[src/rtl/flex_counter_ud.sv]
// Parametrised up/down counter over the range 1..R with wrap/saturate modes,
// parallel load, registered terminal flag, event pulses and a saturating wrap counter.
module flex_counter_ud #(
    parameter int NUM_CNT_BITS  = 4,
    parameter int WRAP_CNT_BITS = 8
) (
    input  logic                     clk_i,
    input  logic                     rst_i,
    input  logic                     clear_i,
    input  logic                     load_i,
    input  logic [NUM_CNT_BITS-1:0]  load_val_i,
    input  logic                     count_enable_i,
    input  logic                     count_down_i,
    input  logic                     sat_mode_i,
    input  logic [NUM_CNT_BITS-1:0]  rollover_val_i,
    output logic [NUM_CNT_BITS-1:0]  count_out_o,
    output logic                     rollover_flag_o,
    output logic                     wrap_pulse_o,
    output logic                     sat_flag_o,
    output logic [WRAP_CNT_BITS-1:0] wrap_count_o
);

    localparam logic [NUM_CNT_BITS-1:0] ONE = NUM_CNT_BITS'(1);

    logic [NUM_CNT_BITS-1:0]  count_q, count_d;
    logic                     rollover_q, rollover_d;
    logic                     wrap_pulse_q, wrap_pulse_d;
    logic                     sat_flag_q, sat_flag_d;
    logic [WRAP_CNT_BITS-1:0] wrap_count_q, wrap_count_d;
    logic                     range_ok;
    logic [NUM_CNT_BITS-1:0]  terminal;

    always_comb begin
        count_d      = count_q;
        wrap_pulse_d = 1'b0;
        sat_flag_d   = 1'b0;
        range_ok     = (rollover_val_i != '0);

        if (load_i) begin
            count_d = load_val_i;
        end else if (count_enable_i && range_ok) begin
            if (!count_down_i) begin
                if (count_q < rollover_val_i) begin
                    count_d = count_q + ONE;
                end else if (sat_mode_i) begin
                    count_d    = rollover_val_i;
                    sat_flag_d = 1'b1;
                end else begin
                    count_d      = ONE;
                    wrap_pulse_d = 1'b1;
                end
            end else begin
                // A count above R (R lowered) snaps back into range without an event.
                if (count_q > rollover_val_i) begin
                    count_d = rollover_val_i;
                end else if (count_q > ONE) begin
                    count_d = count_q - ONE;
                end else if (sat_mode_i) begin
                    count_d    = ONE;
                    sat_flag_d = 1'b1;
                end else begin
                    count_d      = rollover_val_i;
                    wrap_pulse_d = 1'b1;
                end
            end
        end

        terminal   = count_down_i ? ONE : rollover_val_i;
        rollover_d = range_ok && (count_d == terminal);

        wrap_count_d = wrap_count_q;
        if (wrap_pulse_d && (wrap_count_q != '1)) begin
            wrap_count_d = wrap_count_q + WRAP_CNT_BITS'(1);
        end

        if (clear_i) begin
            count_d      = '0;
            rollover_d   = 1'b0;
            wrap_pulse_d = 1'b0;
            sat_flag_d   = 1'b0;
            wrap_count_d = '0;
        end
    end

    always_ff @(posedge clk_i) begin
        if (rst_i) begin
            count_q      <= '0;
            rollover_q   <= 1'b0;
            wrap_pulse_q <= 1'b0;
            sat_flag_q   <= 1'b0;
            wrap_count_q <= '0;
        end else begin
            count_q      <= count_d;
            rollover_q   <= rollover_d;
            wrap_pulse_q <= wrap_pulse_d;
            sat_flag_q   <= sat_flag_d;
            wrap_count_q <= wrap_count_d;
        end
    end

    assign count_out_o     = count_q;
    assign rollover_flag_o = rollover_q;
    assign wrap_pulse_o    = wrap_pulse_q;
    assign sat_flag_o      = sat_flag_q;
    assign wrap_count_o    = wrap_count_q;

endmodule

[config.mk]
export PLATFORM = sky130hd
export DESIGN_NAME = flex_counter_ud
export DESIGN_NICKNAME = d
export VERILOG_FILES = /design/src/rtl/flex_counter_ud.sv
export SDC_FILE = /design/constraint.sdc
export NUM_CORES = 1
export LEC_CHECK = 0
export CAP_MARGIN = 10
export CELL_PAD_IN_SITES_DETAIL_PLACEMENT = 1
export CELL_PAD_IN_SITES_GLOBAL_PLACEMENT = 2
export CORE_ASPECT_RATIO = 0.75
export CORE_UTILIZATION = 30
export DETAILED_ROUTE_END_ITERATION = 16
export GPL_ROUTABILITY_DRIVEN = 1
export PLACE_DENSITY_LB_ADDON = 0.15
export REMOVE_ABC_BUFFERS = 1
export SLEW_MARGIN = 15
export SYNTH_ARGS = -nofsm -noshare
export SYNTH_HDL_FRONTEND = slang
export SYNTH_SLANG_ARGS = --single-unit
[constraint.sdc]
create_clock -name clk_i -period 9.1 [get_ports clk_i]
set_clock_uncertainty 0.05 [all_clocks]
set_input_delay 1.82 -clock clk_i [delete_from_list [all_inputs] [get_ports clk_i]]
set_output_delay 1.82 -clock clk_i [all_outputs]
set_load 0.1 [all_outputs]
==> results by group <==
Run status
  – Outcome: completed

Logic synthesis
  – Post-Syn Area per Cell: 7.94 µm²
  – Cells after synthesis: 159
  – FFs w/ async S/R, synth: 0
  – Synthesized cell area: 1260 µm²
  – Share of the synthesized area in the top cell type: 0.238
  – Top cell types by occurrence after synthesis: nor2_1, dfxtp_1, nand2_1
  – YS warnings: 0
  – Flops & latches, synth: 15
  – Area leader, netlist: dfxtp_1
  – Synth area leaders: dfxtp_1, ha_1, nor2_1
  – Sequential share of the synthesized area: 0.238
  – Post-synth EDFFs: 0
  – Synth cell types: 48
  – Most common cell in the netlist: nor2_1
  – Most used DFF post-synth: dfxtp_1

Cells and area
  – Fill cells: 500
  – NumNets Final: 210
  – Layout area overhead: 30.1%
  – N_diodes: 0
  – Fraction of layout cells with a size suffix above 1: 0.0699

Worst setup path
  – Critical Path Start Type: input pin
  – RR Startpoint: count_out_o[1]
  – Cell count along the critical path: 11
  – CP max-delay cell: clkdlybuf4s50_1
  – Worst setup path end: wrap_count_o[4]
  – Crit-path cells: clkdlybuf4s50_1 > inv_1 > ha_1 > nor2b_1 > o211ai_2 > a21o_1 > a31oi_1 > nor4_4 > nand4_1 > xor2_1 > nor2_1
  – Crit path DAT: 4.82 ns
  – CP top delay family: simple AND/OR/NAND/NOR gates
  – Terminus of the critical flop-to-flop path: wrap_count_o[4]
  – Slowest stage delay, CP: 0.66 ns
  – CP Max Fanout: 7
  – Worst-case reg-to-reg path depth: 9
  – Buf+Inv Stages, Crit Path: 2
  – R2R Setup Slk: 6.27 ns
  – Setup crit start: rollover_val_i[1]
  – Crit path kind: in2reg
  – Setup crit end kind: flip-flop
  – Worst EP required: 9.18 ns

Clock network
  – Post-CTS setup buffers: 0
  – Cts repair resizes: 0
  – CTS Buffer Depth: 2
  – H-tree level count: 1
  – Reg clk slew, reported paths: 0.06 ns
  – Clk_lat worst skew: 0.24 ns
  – Post-CTS Hold Fix Bufs: 0
  – Root Buffer: clkbuf_8
  – Cts bufs inserted: 3
  – Clock sinks: 15
  – CTS tree: done

Place
  – Hpwl dp: 3130 µm
  – I/O Buffers: 29
  – GPL Wtd Cong: 0.841

Power and ir drop
  – P_sw: 63.1 µW
  – Internal power: 121 µW
  – Leak pwr: 0.000622 µW
  – Max VDD drop: 0.0652 mV
  – Net Sw Frac: 0.342
  – Pwr Total: 184 µW
  – Clk pwr share: 0.289
  – Reg power frac: 0.374
  – Pwr Density: 112 nW/µm²
  – Comb pwr share: 0.337

STA
  – Tightest Pin Transition: 0.992 ns
  – Final Cycle Share: 0.521
  – Slew HR: 0.336
  – # setup viols final: 0
  – Period minus WS final: 4.75 ns
  – Final hold vios: 0
  – RSZ-0062 raised after global routing: false
  – Pins Over Slew Limit: 0
  – Hold Worst Slack: 0.488 ns
  – Fin Setup TNS: 0 ns
  – Peak Freq: 211 MHz

Floorplanning
  – DIE AREA: 4470 µm²
  – I/O pin count: 30
  – Initial Util: 0.311
  – Die W: 76.9 µm
  – Row cnt: 20
  – Die extent in y: 58.2 µm
  – Core ar.: 4050 µm²

Job
  – Reported max-cap violation count: 0

Worst hold path
  – Tightest Hold Check Type: reg2reg

Drt
  – Total vias in the final route: 1279
  – DRT iter0 DRCs: 34
  – WL/cell: 16.5 µm
  – Vias/cell: 5.31
  – Final antenna-violating net count: 0
  – Pre-antenna DRT Iters: 4
  – Residual DRC: 0
  – Drt total wl: 3980 µm

GRT
  – First-pass GRT wire length: 6440 µm
  – GRT Overall Usage: 0.188
  – Initial antenna violation count: 0
  – Vias in the first global route: 1236
  – Largest net degree at the start of global routing: 21
  – Aggregate global routing overflow: 0
## power groups by stage
stage	logic (µW)	clock network [µW]	registers, µW
2_1_floorplan	31.8	0	77.7
6_report	62.1	53.3	69.0
3_5_place_dp	61.7	0	70.5
3_3_place_gp	60.9	0	70.5
4_1_cts	62.0	55.6	69.0
5_1_grt	67.2	58.9	69.2
## worst min-delay path, cell delays in order (launching register included)
cell and delay [ns]:
dfxtp_1 0.35, xor2_1 0.08, nor2_1 0.07
## stage by stage
| step | util | cell area, µm² | setup WS (ns) | instances |
|---|---|---|---|---|
| finish | 0.405 | 1640 | 4.35 | 241 |
| global route | 0.405 | 1640 | 4.12 | 241 |
| CTS | 0.405 | 1640 | 4.39 | 241 |
| detailed placement | 0.394 | 1600 | 4.13 | 237 |
| global placement | 0.394 | 1600 | 4.20 | 237 |
| floorplan | - | 1240 | 5.25 | 153 |
## cell families (layout without fill, tap and decap cells)
group / Yosys count / in the layout / synth area share
xor gates and xnor gates: 9 / 9 / 0.0624
DFF: 15 / 15 / 0.238
AOI/OAI and AO/OA: 41 / 41 / 0.274
adders and majority gates: 8 / 8 / 0.0793
and+or+nand+nor: 68 / 68 / 0.273
buffers and inverters: 14 / 41 / 0.0426
muxes: 4 / 4 / 0.0317
## cell type report
type,instances,area (µm²),area share
Tap cell,55,68.8,0.0419
Multi-Input combinational cell,130,908,0.553
Inverter,8,30.0,0.0183
Clock buffer,4,45.0,0.0274
Sequential cell,15,300,0.183
Timing Repair Buffer,29,290,0.177
## routing by layer
layer,share of wire,track usage,up-vias
met2,0.42,0.293,37
met3,0.055,0.0425,0
li1,-,-,636
met1,0.53,0.272,606
met4,0,0.0165,0
met5,0,0,-
## cell usage in the layout, fill, tap and decap left out, drive strengths merged, types with 2 or more instances in the layout
cell            n
a211oi          2
a21oi          11
a22oi           2
a31oi           3
a41oi           2
and3            5
clkbuf          4
clkdlybuf4s50  29
dfxtp          15
ha              8
inv             8
mux2i           4
nand2          11
nand2b          2
nand3           5
nand4           4
nor2           23
nor2b           3
nor3            8
o211ai          2
o21ai           3
o22ai           2
o311a           2
or2             3
xnor2           3
xor2            6
## how the worst min path moves through the flow
stage / startpoint / endpoint / cells past startpoint
6_report: wrap_count_o[5] / wrap_count_o[5] / 2
5_1_grt: wrap_count_o[5] / wrap_count_o[5] / 2
4_1_cts: wrap_count_o[5] / wrap_count_o[5] / 2
3_5_place_dp: wrap_count_o[5] / wrap_count_o[5] / 2
3_3_place_gp: wrap_count_o[5] / wrap_count_o[5] / 2
2_1_floorplan: wrap_count_o[6] / wrap_count_o[6] / 2
## registers in the layout, summed over array words and instances, names as in the netlist
name             cells
rollover_flag_o      1
wrap_pulse_o         1
sat_flag_o           1
wrap_count_o         8
count_out_o          4
(Power assumes the default switching activity.)
==> edit (config.mk and constraints unchanged) <==
The parameter `WRAP_CNT_BITS` goes from 8 to 6.
--- a/src/rtl/flex_counter_ud.sv
+++ b/src/rtl/flex_counter_ud.sv
@@ -4,3 +4,3 @@
     parameter int NUM_CNT_BITS  = 4,
-    parameter int WRAP_CNT_BITS = 8
+    parameter int WRAP_CNT_BITS = 6
 ) (
Interface: changed (resized wrap_count_o); port bits go from 30 to 28. No check against the original RTL was run, so the function may have changed too.
==> edit against the original RTL <==
- die area is 0.86% lower
- critical endpoint is now rollover_flag_o$_SDFF_PP0_
- count of clock-buffer cells in the layout stayed put
- sequential cell count is 2 lower
- power is 5.5% lower
- final area is 2.9% lower
- worst setup slack better by 0.095 ns
- synthesized area shrank 0.89%
- global-route usage is 0.76 points higher
- largest power group is now combinational logic
- wire length up 2.8%
- largest cell class unchanged
==> edit: results (changes against the original RTL) <==
RUN_STATUS='complete, no violations'  # unchanged
FINISH.NET_COUNT=209  # was 210
GRT.TOTAL_USAGE_PCT=19.6  # was 18.8%
POST_LAYOUT_NONFILLER_INSTANCES=237  # was 241
GP_CONGESTION=0.959  # was 0.841
GRTUSAGEMET3_PCT=3.78  # was 4.25%
FMAX_GHz=0.215  # was 0.211 GHz
LARGEST_REGISTER_FF_COUNT=6  # was 8
FINALWIRELENGTH_MICRONS=4090  # was 3980 microns
GRT_MAX_DEGREE=13  # was 21
GRT.MET1_USAGE_PCT=28.7  # was 27.2%
GLOBAL_ROUTE.USAGE.MET2_PCT=30.6  # was 29.3%
YS_TYPES=51  # was 48
HOLD_PATH.STARTPOINT='wrap_count_o[1]$_SDFFE_PP0P_'  # was wrap_count_o[5]$_SDFFE_PP0P_
DP.CELLS=233  # was 237
RR_ENDPOINT='rollover_flag_o$_SDFF_PP0_'  # was wrap_count_o[4]$_SDFFE_PP0P_
POWER_LEAKAGE_nW=0.597  # was 0.622 nW
SLACK_OF_THE_WORST_REG_TO_REG_PATH_NS=6.40  # was 6.27 ns
DETAILED_ROUTE_VIA_COUNT=1319  # was 1279
PORTBUFFERS=27  # was 29
WORST_PATH_MAX_FANOUT=10  # was 7
WORST_IR_DROP_VDD_mV=0.0738  # was 0.0652 mV
NETLIST_INSTANCES=161  # was 159
DP.FINAL_HPWL_MICRONS=3260  # was 3130 microns
SEQ_AREA_FRAC_SYNTH_PCT=20.8  # was 23.8%
WORST_SLEW_PIN_SLEW_NS=0.970  # was 0.992 ns
[edit: cell types whose count changed after synthesis, sizes merged, moves of 3 or more]
cell,delta
nor4,+5
nor2,-3
xor2,-5
o211a,+3
o21ai,+5
buf,+3
xnor2,+3
and3,-4
nand2,-5
[edit: kinds of logic after synthesis]
family | count (synthesis) | share of synthesized area [%]
multiplexers | 5 | 4.00
XOR/XNOR | 7 | 4.90
AO/OA/AOI/OAI | 52 | 31.6
buffers and inverters | 17 | 5.90
adder cells (fa/ha/maj) | 8 | 8.00
AND/OR/NAND/NOR | 59 | 24.8
flip-flops | 13 | 20.8
[edit: final cells by class]
| cell class | count | area [sq um] |
|---|---|---|
| fill | 480 | 2230 |
| multi-input combinational | 131 | 917 |
| clock buffer | 4 | 45.0 |
| sequential | 13 | 260 |
| timing repair buffer | 27 | 270 |
| tap | 52 | 65.1 |
| inverter | 10 | 37.5 |
[edit: worst max-delay path, cell delays in order]
cell                              delay, ns
sky130_fd_sc_hd__clkdlybuf4s50_1       0.68
sky130_fd_sc_hd__inv_1                 0.16
sky130_fd_sc_hd__ha_1                  0.32
sky130_fd_sc_hd__nor2b_1               0.23
sky130_fd_sc_hd__o211a_4               0.24
sky130_fd_sc_hd__o21ai_2               0.11
sky130_fd_sc_hd__a311oi_1              0.50
sky130_fd_sc_hd__a21boi_0              0.21
sky130_fd_sc_hd__a221o_1               0.31
sky130_fd_sc_hd__a22oi_2               0.17
[edit: per-layer routing]
layer / wire, microns / share of wire [%]
met1: 2130 / 52
met3: 239 / 5.8
met4: 14 / 0.34
met2: 1710 / 42
met5: 0 / 0
[edit: how the worst min path moves through the flow]
stage	end	slack (ns)	depth (start not counted)
floorplan	wrap_count_o[1]$_SDFFE_PP0P_	0.95	2
global placement	wrap_count_o[1]$_SDFFE_PP0P_	0.49	2
detailed placement	wrap_count_o[2]$_SDFFE_PP0P_	0.52	2
CTS	wrap_count_o[1]$_SDFFE_PP0P_	0.53	2
global route	wrap_count_o[0]$_SDFFE_PP0P_	0.56	2
finish	wrap_count_o[1]$_SDFFE_PP0P_	0.52	2
[edit: power breakdown]
group	internal (mW)	leakage (nW)	switching, mW	total, mW
clock network	0.0309	0.0228	0.0203	0.0512
registers	0.0581	0.105	0.00253	0.0607
logic	0.0226	0.469	0.0398	0.0624
total	0.112	0.597	0.0626	0.174
